`config.mk`:
```
export PLATFORM = sky130hd
export DESIGN_NAME = vga_timing_ctrl
export DESIGN_NICKNAME = d
export VERILOG_FILES = /design/src/rtl/vga_timing_ctrl.sv
export SDC_FILE = /design/constraint.sdc
export NUM_CORES = 1
export LEC_CHECK = 0
export BUFFER_PORTS_ARGS = -buffer_cell sky130_fd_sc_hd__buf_4
export CORE_UTILIZATION = 30
export DETAILED_ROUTE_END_ITERATION = 7
export PLACE_DENSITY = 0.48
export SYNTH_ARGS = -nofsm -noshare
export SYNTH_HDL_FRONTEND = slang
export SYNTH_SLANG_ARGS = --single-unit
```
`constraint.sdc`:
```
create_clock -name Clock -period 6.62 [get_ports Clock]
set_input_delay 1.324 -clock Clock [delete_from_list [all_inputs] [get_ports Clock]]
set_output_delay 1.324 -clock Clock [all_outputs]
set_load 0.005 [all_outputs]
```
`src/rtl/vga_timing_ctrl.sv`:
```
// vga_timing_ctrl: frame-timing sequencer for the VGA controller.
// Divides the system clock into a pixel tick and owns both the horizontal and
// vertical position counters and their DISP/FP/SYNC/BACK phase machines, so
// sync, blanking and line/frame strobes all come from one coherent source.
module vga_timing_ctrl #(
  parameter int H_DISP  = 640,
  parameter int H_FP    = 16,
  parameter int H_SYNC  = 96,
  parameter int H_BP    = 48,
  parameter int V_DISP  = 480,
  parameter int V_FP    = 10,
  parameter int V_SYNC  = 2,
  parameter int V_BP    = 33,
  parameter int CLK_DIV = 2
) (
  input  logic       Clock,
  input  logic       Clear,
  input  logic       Enable,
  output logic       PixelTick,
  output logic [9:0] HCount,
  output logic [9:0] VCount,
  output logic [1:0] HState,
  output logic [1:0] VState,
  output logic       HSync,
  output logic       VSync,
  output logic       VideoOn,
  output logic       LineEnd,
  output logic       FrameEnd
);

  localparam int H_TOTAL = H_DISP + H_FP + H_SYNC + H_BP;
  localparam int V_TOTAL = V_DISP + V_FP + V_SYNC + V_BP;
  localparam int DIV_W   = (CLK_DIV > 1) ? $clog2(CLK_DIV) : 1;

  // Counters are 10 bits wide, and every phase must last at least one step so
  // the one-step-at-a-time phase machines stay aligned with the counters.
  if (H_TOTAL > 1024 || V_TOTAL > 1024) begin : g_bad_total
    $error("vga_timing_ctrl: H_TOTAL and V_TOTAL must not exceed 1024");
  end
  if (CLK_DIV < 1) begin : g_bad_div
    $error("vga_timing_ctrl: CLK_DIV must be at least 1");
  end
  if (H_DISP < 1 || H_FP < 1 || H_SYNC < 1 || H_BP < 1 ||
      V_DISP < 1 || V_FP < 1 || V_SYNC < 1 || V_BP < 1) begin : g_bad_phase
    $error("vga_timing_ctrl: every timing phase must be at least 1 long");
  end

  localparam logic [DIV_W-1:0] DIV_LAST = DIV_W'(CLK_DIV - 1);

  localparam logic [9:0] H_LAST       = 10'(H_TOTAL - 1);
  localparam logic [9:0] H_FP_START   = 10'(H_DISP);
  localparam logic [9:0] H_SYNC_START = 10'(H_DISP + H_FP);
  localparam logic [9:0] H_BP_START   = 10'(H_DISP + H_FP + H_SYNC);

  localparam logic [9:0] V_LAST       = 10'(V_TOTAL - 1);
  localparam logic [9:0] V_FP_START   = 10'(V_DISP);
  localparam logic [9:0] V_SYNC_START = 10'(V_DISP + V_FP);
  localparam logic [9:0] V_BP_START   = 10'(V_DISP + V_FP + V_SYNC);

  typedef enum logic [1:0] {
    PH_DISP = 2'd0,
    PH_FP   = 2'd1,
    PH_SYNC = 2'd2,
    PH_BACK = 2'd3
  } phase_e;

  logic [DIV_W-1:0] div_cnt_q, div_cnt_d;
  logic [9:0]       h_count_q, h_count_d;
  logic [9:0]       v_count_q, v_count_d;
  phase_e           h_state_q, h_state_d;
  phase_e           v_state_q, v_state_d;

  logic pixel_tick;
  logic line_end;
  logic frame_end;

  // Phase transition rule shared by both axes: advance one phase when the
  // counter is about to land on the first position of the next phase.
  function automatic phase_e next_phase(input phase_e     cur,
                                        input logic [9:0] nxt,
                                        input logic [9:0] fp_start,
                                        input logic [9:0] sync_start,
                                        input logic [9:0] bp_start);
    phase_e res;
    res = cur;
    case (cur)
      PH_DISP: if (nxt == fp_start)   res = PH_FP;
      PH_FP:   if (nxt == sync_start) res = PH_SYNC;
      PH_SYNC: if (nxt == bp_start)   res = PH_BACK;
      PH_BACK: if (nxt == 10'd0)      res = PH_DISP;
      default: res = PH_DISP;
    endcase
    return res;
  endfunction

  assign pixel_tick = Enable && (div_cnt_q == DIV_LAST);
  assign line_end   = pixel_tick && (h_count_q == H_LAST);
  assign frame_end  = line_end && (v_count_q == V_LAST);

  // Pixel divider: counts enabled cycles, restarting on each tick; a low
  // Enable throws away any partial pixel.
  always_comb begin
    div_cnt_d = div_cnt_q;
    if (!Enable) begin
      div_cnt_d = '0;
    end else if (pixel_tick) begin
      div_cnt_d = '0;
    end else begin
      div_cnt_d = div_cnt_q + DIV_W'(1);
    end
  end

  // Horizontal position and phase step together on every pixel tick.
  always_comb begin
    h_count_d = h_count_q;
    h_state_d = h_state_q;
    if (pixel_tick) begin
      h_count_d = line_end ? 10'd0 : h_count_q + 10'd1;
      h_state_d = next_phase(h_state_q, h_count_d,
                             H_FP_START, H_SYNC_START, H_BP_START);
    end
  end

  // Vertical position and phase step together once per line, on the last tick.
  always_comb begin
    v_count_d = v_count_q;
    v_state_d = v_state_q;
    if (line_end) begin
      v_count_d = frame_end ? 10'd0 : v_count_q + 10'd1;
      v_state_d = next_phase(v_state_q, v_count_d,
                             V_FP_START, V_SYNC_START, V_BP_START);
    end
  end

  // State registers; Clear overrides Enable and ticks.
  always_ff @(posedge Clock) begin
    if (Clear) begin
      div_cnt_q <= '0;
      h_count_q <= 10'd0;
      v_count_q <= 10'd0;
      h_state_q <= PH_DISP;
      v_state_q <= PH_DISP;
    end else begin
      div_cnt_q <= div_cnt_d;
      h_count_q <= h_count_d;
      v_count_q <= v_count_d;
      h_state_q <= h_state_d;
      v_state_q <= v_state_d;
    end
  end

  assign PixelTick = pixel_tick;
  assign HCount    = h_count_q;
  assign VCount    = v_count_q;
  assign HState    = h_state_q;
  assign VState    = v_state_q;
  assign HSync     = !(h_state_q == PH_SYNC);
  assign VSync     = !(v_state_q == PH_SYNC);
  assign VideoOn   = Enable && (h_state_q == PH_DISP) && (v_state_q == PH_DISP);
  assign LineEnd   = line_end;
  assign FrameEnd  = frame_end;

endmodule

```
# Word level (Yosys, flattened, before mapping)
# Cells that the tools add are included.
[word_totals]
wordCells = 57
output_inout_bits = 30
ff_bits = 25
mem_count = 0
romBits = 0
inputBits = 3
ramBits = 0
latchBits = 0
[classes]
eq_ne = 22
n_mul = 0
div_mod_pow = 0
n_reduce_logical = 14
mux = 12
magnitude_cmp = 0
shift = 0
bitwise = 1
add_sub_neg = 3
[ops]
columns = ["operator", "count"]
rows = [
  ["== test 10 bit, second input constant", 5],
  ["== test 10 x 9 -> 1 bit, second input constant", 3],
  ["adder 10 x 1 -> 10 bit, second input constant", 2],
  ["zero test 10 bit", 2],
  ["2-to-1 mux 10 bit", 2],
  ["2-to-1 mux 2 bit", 8],
  ["inequality test 2 bit, second input constant", 8],
  ["case mux 2 bit (4 select lines)", 2],
  ["AND reduction 5 bit", 2],
  ["== test 2 bit, second input constant", 4],
  ["logical AND 1 bit", 5],
  ["== test 2 x 1 -> 1 bit, second input constant", 2],
  ["zero test 2 bit", 2],
  ["OR reduction 3 bit", 1],
  ["zero test 1 bit", 2],
  ["adder 1 bit, second input constant", 1],
  ["inverter 1 bit", 1],
]

# Longest topological paths before layout
[logic_depth]
depth_word = 7
ltp_mapped = 10
depth_no_buf = 8

# Worst setup path after synthesis
# Ideal clock, no wire load.
[synth_timing]
path_kind = "input to output"
from = "input Enable"
to = "output FrameEnd"
cell_stages = 6
slack_ps = 2883
required_time_ps = 5296
arrival_ps = 2413
n_path_buf = 1
path_cell_list = "nand2_1 > inv_1 > nand4_2 > inv_1 > clkbuf_1 > and3_1"
[synth_between]
elab_chain_cells = 3
[synth_rtl]
columns = ["element", "line_no", "source"]
rows = [
  ["start: declaration", "18", "input logic Enable,"],
  ["logical AND 1 bit", "96", "assign pixel_tick = Enable && (div_cnt_q == DIV_LAST);"],
  ["logical AND 1 bit", "97", "assign line_end = pixel_tick && (h_count_q == H_LAST);"],
  ["named net LineEnd", "27", "output logic LineEnd,"],
  ["logical AND 1 bit", "98", "assign frame_end = line_end && (v_count_q == V_LAST);"],
  ["end: declaration", "28", "output logic FrameEnd"],
]
# The timed path passes the listed nets, and every way through them passes these cells.

# Worst setup path after layout
[layout_timing]
from = "input Enable"
to = "output FrameEnd"
[layout_between]
elab_chain_cells = 3
[layout_rtl]
columns = ["element", "line_no"]
rows = [
  ["logical AND 1 bit", "96"],
  ["logical AND 1 bit", "97"],
  ["logical AND 1 bit", "98"],
]
# Every way passes these cells.

==> out/results.ini <==
[sta]
min_period_ns=4.60
tightestPinTransition_ns=0.581
relSlewSlack_pct=61.2
worst_slack_ns=2.02
hold_viol_final=0
setup_viol=0
period_share_pct=69.6
fin_tns_setup_ns=0
fmax_ghz=0.217
rsz0062_at_grt=no
finalClockSkew_ns=0.00948
hold_slack_ns=0.427
slew_violations=0

[drt]
vias=1812
antenna_left=0
wl_per_cell_um=14.1
viasPerCell=5.24
wl_mm=4.87
drcViolationCount=0
drtIter0Drc=128
first_pass_iters=4

[worst_setup_path]
crit_arrival_ns=3.28
r2r_cells=8
crit_path_start_kind=input pin
rrSetupSlack_ns=3.58
crit_required_ns=5.30
cp_max_fo=17
critPathCaptureType=output pin
critPathKind=input pin to output pin

[finish]
area_delta_synth_final_pct=15.1
final_core_util_pct=36.6
final_area_mm2=0.00222
drive_above_1_share_pct=15.1
nNetsFinal=286
stdcell_count=346
fillers=650
n_antenna_cell=0

[floorplan]
chipHeight_um=82.1
core_region_area_mm2=0.00606
rows=28
start_util_pct=31.8
pin_count=33
die_area_mm2=0.00674
die_x_um=82.1

[clock_tree]
postCtsHoldBufs=0
cts_buffers=3
cts_tree=done
h-tree-depth=1
cts_root_buf=clkbuf_8
clkTransAtPathRegs_ns=0.10
postCtsSetupRepairBufs=0
cts_resized=0
cts.sinks=25
clockBufferDepth=2
clock_latency_ns=0.28

[yosys]
syn-cell-area_mm2=0.00192
yosys_warnings=0
synth_seq_cells=25
synth_flop_cell=dfxtp_1
syn_area_per_cell_um2=7.52
synth-edff-count=0
netlist.area_leader.share_pct=26.0
synth.distinct_cells=47
synth-async-reset-ratio_pct=0
seq_area_frac_synth_pct=26.0
synth_top_area_cell=dfxtp_1
ys_top_cells_by_count=28 x nor2_1, 26 x nand2_1, 25 x dfxtp_1, 19 x clkbuf_1, 16 x a21oi_1
yosys-top-cells-area=dfxtp_1 26%, ha_1 7.2%, xnor2_1 5.9%, nor2_1 5.5%, nand2_1 5.1%
syn_nets=270
synthCells=256
synth.most_common_cell=nor2_1

[grt]
grt_first_pass_wirelength_mm=8.13
grt_pass1_vias=1672
antenna_found_initial=0
grt_use_total_pct=15.5
grt_max_degree=30
gr-total-overflow=0

[place]
place.gp.congestion=0.769
port_buffers=32
dp_worst_setup_slack_ns=2.01
dpl-instance-area_mm2=0.00217
place_inst=342
hpwl_mm=3.48

[power_and_ir_drop]
power.density_mw_per_mm2=118
p_switching_uw=61.8
pwr-share-comb_pct=5.4
internal_power_uw=200
p_seq_share_pct=58.2
p_leak_nw=0.807
netSwitchingFraction_pct=23.6
peakVddDrop_mv=0.0666
clkPwrFrac_pct=36.4
finalPower_uw=262

[hold_path]
whs_path_depth=1
hp-class=flop to flop

[status]
status=complete, no violations

[job]
max-cap-violations=0

==> cell type report <==
type	instances	area, µm²	area share (%)
Multi-Input combinational cell	199	1290	58.4
Inverter	11	41.3	1.86
Clock buffer	4	45.0	2.03
Sequential cell	25	500	22.6
Timing Repair Buffer	32	240	10.8
Tap cell	75	93.8	4.23
==> placed cells by master, fill, tap and decap left out, types with 8 or more instances in the layout <==
master    n
a21oi_1  16
nor2_1   28
nand4_1   8
dfxtp_1  25
nand2_1  26
xnor2_1  13
nand3_1  13
buf_4    32
o21ai_0  10
ha_1     11
inv_1    11
==> cell families (layout without fill, tap and decap cells) <==
group                      count (synthesis)  in the layout  synth area share (%)
buffers and inverters                     32             47                  6.70
xor gates and xnor gates                  19             19                  8.65
and+or+nand+nor                          115            115                  31.5
DFF                                       25             25                  26.0
adders and majority gates                 11             11                  7.15
AOI/OAI and AO/OA                         50             50                  17.9
muxes                                      4              4                  2.08
==> metal layers <==
layer | GRT usage (%) | share of wire [%] | vias to the layer above
met5 | 0 | 0 | -
met1 | 19.3 | 47 | 840
li1 | - | - | 936
met4 | 2.63 | 0.43 | 0
met2 | 27.7 | 48 | 34
met3 | 3.30 | 4.5 | 2
==> critical path: stages <==
cell     delay [ns]
buf_4          0.09
nand2_1        0.14
inv_1          0.35
nand4_2        0.49
inv_1          0.56
and3_1         0.23
buf_4          0.10
==> flip-flops by register name (all words and copies together) (netlist names) <==
signal	flops
HCount	10
VCount	10
HState	2
VState	2
div_cnt_q	1
==> worst paths after layout <==
check                                from   endpoint
worst min register to register  div_cnt_q  div_cnt_q
worst min-delay path            div_cnt_q  div_cnt_q
worst max-delay path               Enable   FrameEnd
worst max register to register  HCount[0]  HState[0]
==> power groups by stage <==
| stage | Combinational [mW] | Clock (mW) | Sequential, mW |
|---|---|---|---|
| 3_5_place_dp | 0.0143 | 0 | 0.156 |
| 5_1_grt | 0.0156 | 0.105 | 0.153 |
| 3_3_place_gp | 0.0143 | 0 | 0.156 |
| 2_1_floorplan | 0.00933 | 0 | 0.156 |
| 4_1_cts | 0.0144 | 0.0988 | 0.153 |
| 6_report | 0.0141 | 0.0954 | 0.153 |
Power figures use the tool's default switching activity.
